==> config.mk <==
export PLATFORM = sky130hd
export DESIGN_NAME = tug_referee_flat
export DESIGN_NICKNAME = d
export VERILOG_FILES = /design/src/rtl/tug_pkg.sv /design/src/rtl/tug_referee_if.sv /design/src/rtl/lfsr10.sv /design/src/rtl/tug_referee.sv /design/src/flat_wrapper.sv
export SDC_FILE = /design/constraint.sdc
export NUM_CORES = 1
export LEC_CHECK = 0
export ABC_AREA = 1
export CAP_MARGIN = 20
export CORE_UTILIZATION = 57
export CTS_BUF_LIST = sky130_fd_sc_hd__clkbuf_8
export CTS_CLUSTER_SIZE = 24
export DETAILED_ROUTE_END_ITERATION = 8
export PLACE_DENSITY = 0.86
export SLEW_MARGIN = 20
export SYNTH_ARGS = -nofsm -noshare
export SYNTH_HDL_FRONTEND = slang
export SYNTH_HIERARCHICAL = 1
export SYNTH_SLANG_ARGS = --single-unit
export TNS_END_PERCENT = 1
==> constraint.sdc <==
create_clock -name clk -period 2.45 [get_ports clk]
set_input_delay 0.245 -clock clk [delete_from_list [all_inputs] [get_ports clk]]
set_output_delay 0.245 -clock clk [all_outputs]
set_load 0.005 [all_outputs]
==> src/rtl/tug_pkg.sv <==
// Shared types and constants for the tug-of-war referee and its playfield interface.
package tug_pkg;

  localparam int unsigned SCORE_W = 3;

  typedef logic [2:0] state_t;
  localparam state_t IDLE  = 3'd0;
  localparam state_t CLEAR = 3'd1;
  localparam state_t PLAY  = 3'd2;
  localparam state_t HOLD  = 3'd3;
  localparam state_t OVER  = 3'd4;

  typedef logic [1:0] winner_t;
  localparam winner_t WIN_NONE  = 2'b00;
  localparam winner_t WIN_LEFT  = 2'b01;
  localparam winner_t WIN_RIGHT = 2'b10;

endpackage

==> src/rtl/tug_referee_if.sv <==
// Board-side bundle of the referee: keys/start/edge lights in, pulses, scores and status out.
interface tug_referee_if;
  import tug_pkg::*;

  logic               key_l;
  logic               key_r;
  logic               start;
  logic               edge_l;
  logic               edge_r;
  logic [2:0]         difficulty;
  logic               pulse_l;
  logic               pulse_r;
  logic               field_reset;
  logic [SCORE_W-1:0] score_l;
  logic [SCORE_W-1:0] score_r;
  winner_t            winner;
  logic               game_over;

  modport master (
    output key_l, key_r, start, edge_l, edge_r, difficulty,
    input  pulse_l, pulse_r, field_reset, score_l, score_r, winner, game_over
  );

  modport slave (
    input  key_l, key_r, start, edge_l, edge_r, difficulty,
    output pulse_l, pulse_r, field_reset, score_l, score_r, winner, game_over
  );

endinterface

==> src/rtl/lfsr10.sv <==
// 10-bit XNOR LFSR (taps 10,7); the all-zero reset state is legal for the XNOR form.
module lfsr10 (
  input  logic       clk,
  input  logic       reset,
  output logic [9:0] q
);

  always_ff @(posedge clk or negedge reset) begin
    if (!reset) begin
      q <= '0;
    end else begin
      q <= {q[8:0], ~(q[9] ^ q[6])};
    end
  end

endmodule

==> src/rtl/tug_referee.sv <==
// Round/match controller for the tug-of-war playfield.
// Define CPU_PLAYER_EN to replace the right key with an LFSR-driven computer player.
module tug_referee
  import tug_pkg::*;
#(
  parameter int unsigned WIN_SCORE   = 7,
  parameter int unsigned HOLD_CYCLES = 50
) (
  input logic          clk,
  input logic          reset,
  tug_referee_if.slave bus
);

  localparam int unsigned CNT_W = (HOLD_CYCLES > 1) ? $clog2(HOLD_CYCLES) : 1;
  localparam logic [CNT_W-1:0]   HOLD_LAST = CNT_W'(HOLD_CYCLES - 1);
  localparam logic [SCORE_W-1:0] WIN_VAL   = SCORE_W'(WIN_SCORE);

  state_t             state_q, state_d;
  logic [CNT_W-1:0]   hold_q, hold_d;
  logic [SCORE_W-1:0] score_l_q, score_l_d, score_r_q, score_r_d;
  winner_t            winner_q, winner_d;
  logic               pulse_l_q, pulse_l_d, pulse_r_q, pulse_r_d;
  logic               field_reset_q, game_over_q;
  logic               key_l_q;
  logic               rise_l, rise_r, valid_l, valid_r;

  assign rise_l = bus.key_l & ~key_l_q;

`ifdef CPU_PLAYER_EN
  logic [9:0] lfsr;
  logic       cpu_press_q;
  logic       unused_key_r;

  lfsr10 u_lfsr (
    .clk   (clk),
    .reset (reset),
    .q     (lfsr)
  );

  // The CPU press is self-masked so it can never fire on two consecutive cycles.
  assign rise_r       = (lfsr[2:0] < bus.difficulty) & ~cpu_press_q;
  assign unused_key_r = bus.key_r;

  always_ff @(posedge clk or negedge reset) begin
    if (!reset) begin
      cpu_press_q <= 1'b0;
    end else begin
      cpu_press_q <= rise_r;
    end
  end
`else
  logic key_r_q;
  logic unused_difficulty;

  assign rise_r            = bus.key_r & ~key_r_q;
  assign unused_difficulty = ^bus.difficulty;

  always_ff @(posedge clk or negedge reset) begin
    if (!reset) begin
      key_r_q <= 1'b0;
    end else begin
      key_r_q <= bus.key_r;
    end
  end
`endif

  // Simultaneous presses cancel each other.
  assign valid_l = rise_l & ~rise_r;
  assign valid_r = rise_r & ~rise_l;

  always_comb begin
    state_d   = state_q;
    hold_d    = hold_q;
    score_l_d = score_l_q;
    score_r_d = score_r_q;
    winner_d  = winner_q;
    pulse_l_d = 1'b0;
    pulse_r_d = 1'b0;
    unique case (state_q)
      IDLE, OVER: begin
        if (bus.start) begin
          state_d   = CLEAR;
          score_l_d = '0;
          score_r_d = '0;
        end
      end
      CLEAR: state_d = PLAY;
      PLAY: begin
        if (valid_l) begin
          if (bus.edge_l) begin
            if (score_l_q != WIN_VAL) score_l_d = score_l_q + 1'b1;
            winner_d = WIN_LEFT;
            state_d  = HOLD;
          end else begin
            pulse_l_d = 1'b1;
          end
        end
        if (valid_r) begin
          if (bus.edge_r) begin
            if (score_r_q != WIN_VAL) score_r_d = score_r_q + 1'b1;
            winner_d = WIN_RIGHT;
            state_d  = HOLD;
          end else begin
            pulse_r_d = 1'b1;
          end
        end
      end
      HOLD: begin
        if (hold_q == HOLD_LAST) begin
          hold_d  = '0;
          state_d = ((score_l_q == WIN_VAL) || (score_r_q == WIN_VAL)) ? OVER : CLEAR;
        end else begin
          hold_d = hold_q + 1'b1;
        end
      end
      default: state_d = IDLE;
    endcase
    if (state_d == CLEAR) winner_d = WIN_NONE;
  end

  // Status outputs are decoded from the next state so they line up with the state register.
  always_ff @(posedge clk or negedge reset) begin
    if (!reset) begin
      state_q       <= IDLE;
      hold_q        <= '0;
      score_l_q     <= '0;
      score_r_q     <= '0;
      winner_q      <= WIN_NONE;
      pulse_l_q     <= 1'b0;
      pulse_r_q     <= 1'b0;
      field_reset_q <= 1'b1;
      game_over_q   <= 1'b0;
      key_l_q       <= 1'b0;
    end else begin
      state_q       <= state_d;
      hold_q        <= hold_d;
      score_l_q     <= score_l_d;
      score_r_q     <= score_r_d;
      winner_q      <= winner_d;
      pulse_l_q     <= pulse_l_d;
      pulse_r_q     <= pulse_r_d;
      field_reset_q <= (state_d == IDLE) || (state_d == CLEAR);
      game_over_q   <= (state_d == OVER);
      key_l_q       <= bus.key_l;
    end
  end

  assign bus.pulse_l     = pulse_l_q;
  assign bus.pulse_r     = pulse_r_q;
  assign bus.field_reset = field_reset_q;
  assign bus.score_l     = score_l_q;
  assign bus.score_r     = score_r_q;
  assign bus.winner      = winner_q;
  assign bus.game_over   = game_over_q;

endmodule

==> src/flat_wrapper.sv <==
// flat-port wrapper written by rule: the top's interface ports become plain ports
module tug_referee_flat import tug_pkg::*;
#(
  parameter int unsigned WIN_SCORE   = 7,
  parameter int unsigned HOLD_CYCLES = 50
)
  (clk, reset, bus_key_l, bus_key_r, bus_start, bus_edge_l, bus_edge_r, bus_difficulty, bus_pulse_l, bus_pulse_r, bus_field_reset, bus_score_l, bus_score_r, bus_winner, bus_game_over);
  tug_referee_if bus_i ();
  input logic clk;
  input logic reset;
  input wire logic [$bits(bus_i.key_l)-1:0] bus_key_l;
  input wire logic [$bits(bus_i.key_r)-1:0] bus_key_r;
  input wire logic [$bits(bus_i.start)-1:0] bus_start;
  input wire logic [$bits(bus_i.edge_l)-1:0] bus_edge_l;
  input wire logic [$bits(bus_i.edge_r)-1:0] bus_edge_r;
  input wire logic [$bits(bus_i.difficulty)-1:0] bus_difficulty;
  output wire logic [$bits(bus_i.pulse_l)-1:0] bus_pulse_l;
  output wire logic [$bits(bus_i.pulse_r)-1:0] bus_pulse_r;
  output wire logic [$bits(bus_i.field_reset)-1:0] bus_field_reset;
  output wire logic [$bits(bus_i.score_l)-1:0] bus_score_l;
  output wire logic [$bits(bus_i.score_r)-1:0] bus_score_r;
  output wire logic [$bits(bus_i.winner)-1:0] bus_winner;
  output wire logic [$bits(bus_i.game_over)-1:0] bus_game_over;
  assign bus_i.key_l = bus_key_l;
  assign bus_i.key_r = bus_key_r;
  assign bus_i.start = bus_start;
  assign bus_i.edge_l = bus_edge_l;
  assign bus_i.edge_r = bus_edge_r;
  assign bus_i.difficulty = bus_difficulty;
  assign bus_pulse_l = bus_i.pulse_l;
  assign bus_pulse_r = bus_i.pulse_r;
  assign bus_field_reset = bus_i.field_reset;
  assign bus_score_l = bus_i.score_l;
  assign bus_score_r = bus_i.score_r;
  assign bus_winner = bus_i.winner;
  assign bus_game_over = bus_i.game_over;
  tug_referee #(.WIN_SCORE(WIN_SCORE), .HOLD_CYCLES(HOLD_CYCLES)) u_core (.clk(clk), .reset(reset), .bus(bus_i));
endmodule
### Word-level counts from Yosys, hierarchy flattened

Cells that the tools add are included.
W data, S select, Z words.

* ROM bits: 0
* word-level logic and storage cells: 79
* bits in latches: 0
* RAM bits: 0
* memories kept: 0
* output and inout port bits: 12
* flip-flop bits (word level): 23
* input port bits: 10

* add/subtract/negate cells: 3
* bitwise gates (word level): 8
* magnitude comparators: 0
* mux-type cells: 30
* shift-type cells: 0
* div/mod/pow operators: 0
* reductions and logical operators: 9
* multiply operators: 0
* equal/unequal tests: 18

Operator list (count)
* $mux W3: 14
* $eq A3 B3 Y1 const B: 4
* $mux W2: 6
* $pmux W3 S2: 2
* $pmux W3 S4: 1
* $reduce_and A5 Y1: 2
* $ne A2 B1 Y1 const B: 4
* $add A3 B1 Y3 const B: 2
* $add A6 B1 Y6 const B: 1
* $eq A3 B1 Y1 const B: 2
* $eq A3 B2 Y1 const B: 2
* $eq A6 B6 Y1 const B: 1
* $logic_not A3 Y1: 2
* $mux W1: 6
* $mux W6: 1
* $ne A2 B2 Y1 const B: 3
* $ne A3 B3 Y1 const B: 2
* $and A1 B1 Y1: 4
* $not A1 Y1: 4
* $reduce_bool A2 Y1: 2
* $logic_or A1 B1 Y1: 2
* $reduce_or A2 Y1: 1

### Longest topological paths before layout

* depth in word-level cells: 10
* gate-level depth with buffers: 8
* gate-level depth less buffers: 8

### Least setup slack after synthesis

OpenSTA, ideal clock, no wires.

* kind: register to register
* from: reg u_core.score_r_q[0] (netlist: u_core/bus.score_r[0])
* to: reg u_core.winner_q[0] (netlist: u_core/bus.winner[0])
* stages on the path, launching flop included: 9
* setup slack: 1.152 ns
* required time: 2.325 ns
* clock period less this slack: 1.298 ns
* library setup time: 0.125 ns
* data arrival time: 1.173 ns
* buffers on the path: 0
* cells stage by stage: dfrtp_1 > ha_1 > ha_1 > inv_1 > nand2_1 > nand4_1 > nand2_1 > nand3_2 > a21oi_1

* word-level cells in the longest chain between the ends: 7
* elaborated cells between the ends (all ways): 8
* classes of those cells: eq/ne (2); mux (4); reduce/logical (2)

Ends and longest elaborated chain
* from (decl): line tug_referee.sv:20 `logic [SCORE_W-1:0] score_l_q, score_l_d, score_r_q, score_r_d;`
* from (signal assigned): line tug_referee.sv:138 `score_r_q <= score_r_d;`
* $eq A3 B3 Y1 *: line tug_referee.sv:111 `state_d = ((score_l_q == WIN_VAL) || (score_r_q == WIN_VAL)) ? OVER : CLEAR;`
* $logic_or A1 B1 Y1 *: line tug_referee.sv:111
* $mux W3 *: line tug_referee.sv:111
* $mux W3 *: line tug_referee.sv:109 `if (hold_q == HOLD_LAST) begin`
* $pmux W3 S4 *: line tug_referee.sv:79 `unique case (state_q)`
* named net u_core.state_d[0]: line tug_referee.sv:18 `state_t state_q, state_d;`
* $eq A3 B1 Y1 *: line tug_referee.sv:118 `if (state_d == CLEAR) winner_d = WIN_NONE;`
* $mux W2 / $reduce_bool A2 Y1 (equally long branches)
* to (signal assigned): line tug_referee.sv:139 `winner_q <= winner_d;`
* to (decl): line tug_referee.sv:21 `winner_t winner_q, winner_d;`

The timed path passes the listed nets; every way through them passes the cells marked *.
A chain may end at the register's enable or synchronous reset.

### Final worst setup path

* from: reg u_core.field_reset_q (netlist: u_core/bus.field_reset)
* to: out bus_field_reset

RTL lines
* from (decl): line tug_referee.sv:23 `logic field_reset_q, game_over_q;`
* from (signal assigned): line tug_referee.sv:142 `field_reset_q <= (state_d == IDLE) || (state_d == CLEAR);`
* to (decl): line flat_wrapper.sv:19 `output wire logic [$bits(bus_i.field_reset)-1:0] bus_field_reset;`

No word-level cell between the ends.

==> metrics.yaml <==
floorplan:
  ioPinCount: 22
  die_y_um: 46.47
  dieArea_um2: 2159
  core_um2: 1783
  start_util_pct: 63.23
  rows: 15
  die_x_um: 46.47
grt:
  grt_first_pass_wirelength_mm: 3.539
  grt_max_degree: 24
  track_usage_pct: 23.85
  grt_overflow: 0
  grt_pass1_vias: 846
  grt_antenna_before_repair: 0
drt:
  wl_per_cell_um: 12.71
  drc: 0
  finalWirelength_mm: 2.173
  ant_nets: 0
  dr_total_vias: 905
  first_pass_iters: 4
  first_iter_violations: 25
  via_per_inst: 5.292
clock_network:
  htreeDepth: 1
  clk-insertion-delay-late_ps: 260
  cts_setup_buffers: 0
  clk_pin_slew_ps: 70
  cts_hold_buf: 0
  cts_resized: 0
  cts_sinks: 23
  cts_buffer_depth: 2
  cts_tree: "done"
  numCtsBuffers: 3
  clockRootBuffer: "clkbuf_8"
place:
  portBuffers: 18
  routabilityCongestion: 0.8542
  dp_hpwl_mm: 1.631
critical_path:
  crit_chain: "clkdlybuf4s50_1"
  critPathKind: "register to primary output"
  crit_arrival_ps: 1270
  cp_top_family: "flip-flops"
  reg2regPathDepth: 8
  crit_end: "bus_field_reset"
  slowest_delay_ps: 520
  timing.rr.end: "u_core/bus.winner[1]$_DFFE_PN0P_"
  required_ps: 2200
  reg2reg_slack_ps: 1030
  path_buf_inv: 1
  start_kind: "register"
  cp-startpoint: "u_core/bus.field_reset$_DFF_PN1_"
  cp-end-kind: "primary output"
  path_max_fanout: 1
  cp.depth: 1
  crit_path_top_delay_cell: "dfstp_2"
  reg2reg_from: "u_core/bus.score_r[0]$_DFFE_PN0P_"
logic_synthesis:
  synth.cell_area_um2: 1127
  ys_seq_area_share_pct: 51.17
  synthAdderAreaFrac_pct: 6.659
  synth_top_family_by_area: "simple AND/OR/NAND/NOR gates"
  synthXorXnorAreaFrac_pct: 1.554
  synth.net_count: 139
  synth_edf_count: 0
  synth-seq-cells: 23
  syn_inst: 123
  synth_simple_gate_area_share_pct: 24.97
  syn_avg_cell_area_um2: 9.165
  synthDistinctLibCells: 24
  async_flop_share_pct: 100.0
  synth-compound-area-share_pct: 10.32
  synth_ff_type: "dfrtp_1"
  ys.warnings.count: 6
  muxShareOfSynthArea_pct: 0
final_layout:
  layout.nets: 163
  drive_above_1_share_pct: 12.33
  synthToLayoutAreaGrowth_pct: 23.42
  fillers: 131
  diodes: 0
power_and_ir_drop:
  finalPower_mw: 1.337
  power_density_nw_per_um2: 960.9
  p_leak_nw: 0.6848
  peakVddDrop_mv: 0.7236
timing:
  relSlewSlack_pct: 80.90
  finalCritPeriodShare_pct: 61.79
  slew_violations: 0
  finalHoldViolations: 0
  min_period_ps: 1514
  clock_skew_ps: 2.842
  tns_ps: 0
  hold_ws_ps: 324.3
  setup_viol: 0
  rsz0062_at_grt: "false"
  worst_slew_pin_slew_ps: 286.5
  fmax_mhz: 660.6
hold_path:
  hold_class: "input port to async pin"
outcome:
  status: "finished, final reports clean"
job:
  max_cap_violations: 0
## cell usage after synthesis, drive strengths merged (2+ instances only)
cell type	n	area, um2
a21oi	4	20.02
dfrtp	22	550.5
ha	6	75.07
inv	16	60.06
nand2	27	113.9
nand3	10	55.05
nor2	16	87.58
nor4	2	12.51
o21ai	11	58.80
o22ai	3	18.77
## placed cells by master, fill, tap and decap left out
cell / n
nor2_2: 2
o21ai_0: 5
nand2_2: 2
nand2_1: 24
a21boi_4: 1
clkbuf_8: 3
nor4_1: 2
o21ai_1: 5
nand3_2: 1
nand4_1: 1
inv_2: 2
xnor2_1: 1
or2_1: 1
buf_4: 1
o21ai_2: 1
inv_1: 15
nand3_1: 9
nand2_4: 1
dfstp_2: 1
dfrtp_1: 22
a21oi_1: 4
clkdlybuf4s50_1: 18
xor2_1: 1
nor2_1: 11
ha_1: 6
nor2_4: 3
o22ai_1: 3
## logic make-up (layout without fill, tap and decap cells)
| family | count (synthesis) | after routing |
|---|---|---|
| simple gates | 57 | 57 |
| flops | 23 | 23 |
| compound gates | 19 | 19 |
| buf+inv | 16 | 39 |
| fa+ha+maj | 6 | 6 |
| xor+xnor | 2 | 2 |
## cell type report
type / count / area [um2] / share of cell area [%]
well taps: 25 / 31.28 / 2.248
multi-input cells: 84 / 490.5 / 35.25
clock buffers: 3 / 41.29 / 2.968
inverters: 16 / 60.06 / 4.317
repair buffers: 19 / 187.7 / 13.49
flip-flops and latches: 23 / 576.8 / 41.46
clock inverters: 1 / 3.754 / 0.2698
## state kept, by name, summed over array words and instances, names as in the netlist, 2 cells and up
register	flops
u_core/bus.score_r	3
u_core/bus.winner	2
u_core/bus.score_l	3
u_core/hold_q	6
u_core/state_q	3
## worst min-delay path by stage
stage                                      start  slack [ps]  cells after the start                           endpoint
CTS                                        reset         330                      2  u_core/bus.score_r[0]$_DFFE_PN0P_
detailed placement  u_core/hold_q[4]$_DFFE_PN0N_         500                      1       u_core/hold_q[4]$_DFFE_PN0N_
global route                               reset         370                      2  u_core/bus.score_r[0]$_DFFE_PN0P_
floorplan                                  reset         -50                      0     u_core/bus.game_over$_DFF_PN0_
global placement    u_core/hold_q[4]$_DFFE_PN0N_         480                      1       u_core/hold_q[4]$_DFFE_PN0N_
finish                                     reset         320                      2       u_core/hold_q[4]$_DFFE_PN0N_
## report_power, final
part	internal (mW)	switching (mW)
sequential	0.492	0.107
combinational	0.239	0.272
clock	0.112	0.115
total	0.843	0.494
## through the flow
step / utilization (%) / instances / cell area [um2] / setup WS (ps)
after global placement: 75.51 / 167 / 1346 / 907.8
after CTS: 78.04 / 171 / 1391 / 924.7
after detailed placement: 75.51 / 167 / 1346 / 799.2
after floorplan: - / 123 / 1127 / 1152
final: 78.04 / 171 / 1391 / 936.2
after global routing: 78.04 / 171 / 1391 / 895.4
## layer usage
layer	track usage, %	wire length [um]	vias up
li1	-	-	450
met1	28.75	965	424
met2	38.61	1039	26
met3	4.706	119	5
met4	14.71	50	0
met5	0	0	-
(Power assumes the default switching activity.)
==> variant: new RTL, config.mk and constraints unchanged <==
The option `CPU_PLAYER_EN` is turned on by a define.
--- a/src/rtl/tug_referee.sv
+++ b/src/rtl/tug_referee.sv
@@ -1,5 +1,7 @@
 // Round/match controller for the tug-of-war playfield.
 // Define CPU_PLAYER_EN to replace the right key with an LFSR-driven computer player.
+`define CPU_PLAYER_EN
+
 module tug_referee
   import tug_pkg::*;
 #(
Check against the original RTL: not equivalent (a bounded check fails within 4 cycles, from zero or initial values and one cycle with reset low).
==> variant against the original RTL <==
  * Clock power rose by 93%
  * Sequential cell count rose by 10
  * Count of clock-buffer cells in the layout rose by 4
  * Hold slack improved by 0.026 ns
  * Sequential share of layout area rose by 5.0 points
  * Synthesized area rose by 27%
  * Fmax fell by 12%
  * Critical path depth rose by 10
  * Routed wire length rose by 23%
  * Power rose by 31%
  * Setup slack got worse by 0.21 ns
  * Cell area rose by 28%
  * Synthesized cell count rose by 24%
  * Critical endpoint is now u_core/bus.score_r[0]
  * Largest power group unchanged
==> variant: results (changes against the original RTL) <==
| Metric | Value |
|---|---|
| Status | `completed` |
| Area contributors post-synth | `dfrtp_1, nand2_1, inv_1` |
| CP Data Arrival Time | `1.89 ns (+0.62 ns)` |
| Area of the multi-input gates | `499 sq um (+1.8%)` |
| FILL cells | `155 (+18%)` |
| Placement Cell Area | `1680 sq um (+25%)` |
| Synth cell count leaders | `dfrtp_1, nand2_1, inv_1` |
| Seq/Total Area, Yosys | `57.6% (+6.5 points)` |
| Combinational Power | `543 uW (+6.3%)` |
| Share of layout cells above drive strength 1 | `11.0% (-1.3 points)` |
| Clk Latency, worst-skew pair | `0.28 ns (+0.02 ns)` |
| CP peak stage delay | `0.47 ns (-0.05 ns)` |
| Combinational group share of total power | `31.1% (-7.1 points)` |
| Hpwl dp | `1.92 mm (+18%)` |
| Int Power | `1190 uW (+41%)` |
| Hold Crit Class | `reg -> reg` |
| Crit-path slowest cell | `clkdlybuf4s50_1` |
| Power Sequential | `767 uW (+28%)` |
| Peak supply drop | `0.775 mV (+7.0%)` |
| Mapped Nets | `170 (+22%)` |
| Nets | `198 (+21%)` |
| Critical Path Fanout Max | `5 (+4)` |
| Worst Tran Pin Value | `0.408 ns (+0.121 ns)` |
| First-pass GRT wire length | `4.49 mm (+27%)` |
| Worst Skew | `0.00290 ns (+0.0000609 ns)` |
| Cell count after synthesis | `152 (+24%)` |
| Distinct cell type count after synthesis | `23 (-4.2%)` |
| I/O Buffers | `20 (+2)` |
| Pin count of the biggest net entering global routing | `34 (+42%)` |
[variant: cell types whose count changed after synthesis, sizes merged, moves of 3 or more]
| cell | before | now |
|---|---|---|
| a21oi | 4 | 7 |
| dfrtp | 22 | 32 |
| inv | 16 | 29 |
| nand2 | 27 | 30 |
| nand3 | 10 | 14 |
| nor3 | 0 | 3 |
| o21ai | 11 | 6 |
[variant: kinds of logic (layout without fill, tap and decap cells)]
group	count (synthesis)	after routing	synth area share, %
compound gates	15	15	5.75
fa+ha+maj	8	8	6.97
simple gates	67	67	22.1
buf+inv	29	58	7.59
flops	33	33	57.6
[variant: path summary, 6_finish.rpt]
check,from,to,slack [ns],cells past startpoint
hold reg to reg,u_core/u_lfsr/q[7],u_core/u_lfsr/q[8],0.35,0
min in group asynchronous,reset,u_core/u_lfsr/q[2],0.36,2
setup / recovery,bus_difficulty[2],u_core/bus.score_r[0],0.72,11
max in group asynchronous,reset,u_core/bus.field_reset,1.76,2
hold / removal,u_core/u_lfsr/q[7],u_core/u_lfsr/q[8],0.35,0
setup reg to reg,u_core/bus.score_r[0],u_core/bus.winner[0],0.83,10
[variant: area by class of cell]
class / instances / area share, %
multi-input combinational: 90 / 28.1
tap: 28 / 1.97
clock inverter: 1 / 0.281
inverter: 29 / 6.12
timing repair buffer: 21 / 11.7
sequential: 33 / 46.5
clock buffer: 7 / 5.41
[variant: layer usage]
layer  track usage (%)  vias to the layer above  routed length (microns)
met5                 0                        -                        0
met3              7.25                        7                      107
met2              39.1                       24                     1320
met1              28.3                      504                     1190
li1                  -                      538                        -
met4              13.2                        0                       57
[variant: worst max-delay path: cells and delay by family]
family / cells / cell delay (ns)
simple gates: 6 / 0.72
buf+inv: 3 / 0.55
fa+ha+maj: 1 / 0.30
compound gates: 1 / 0.06
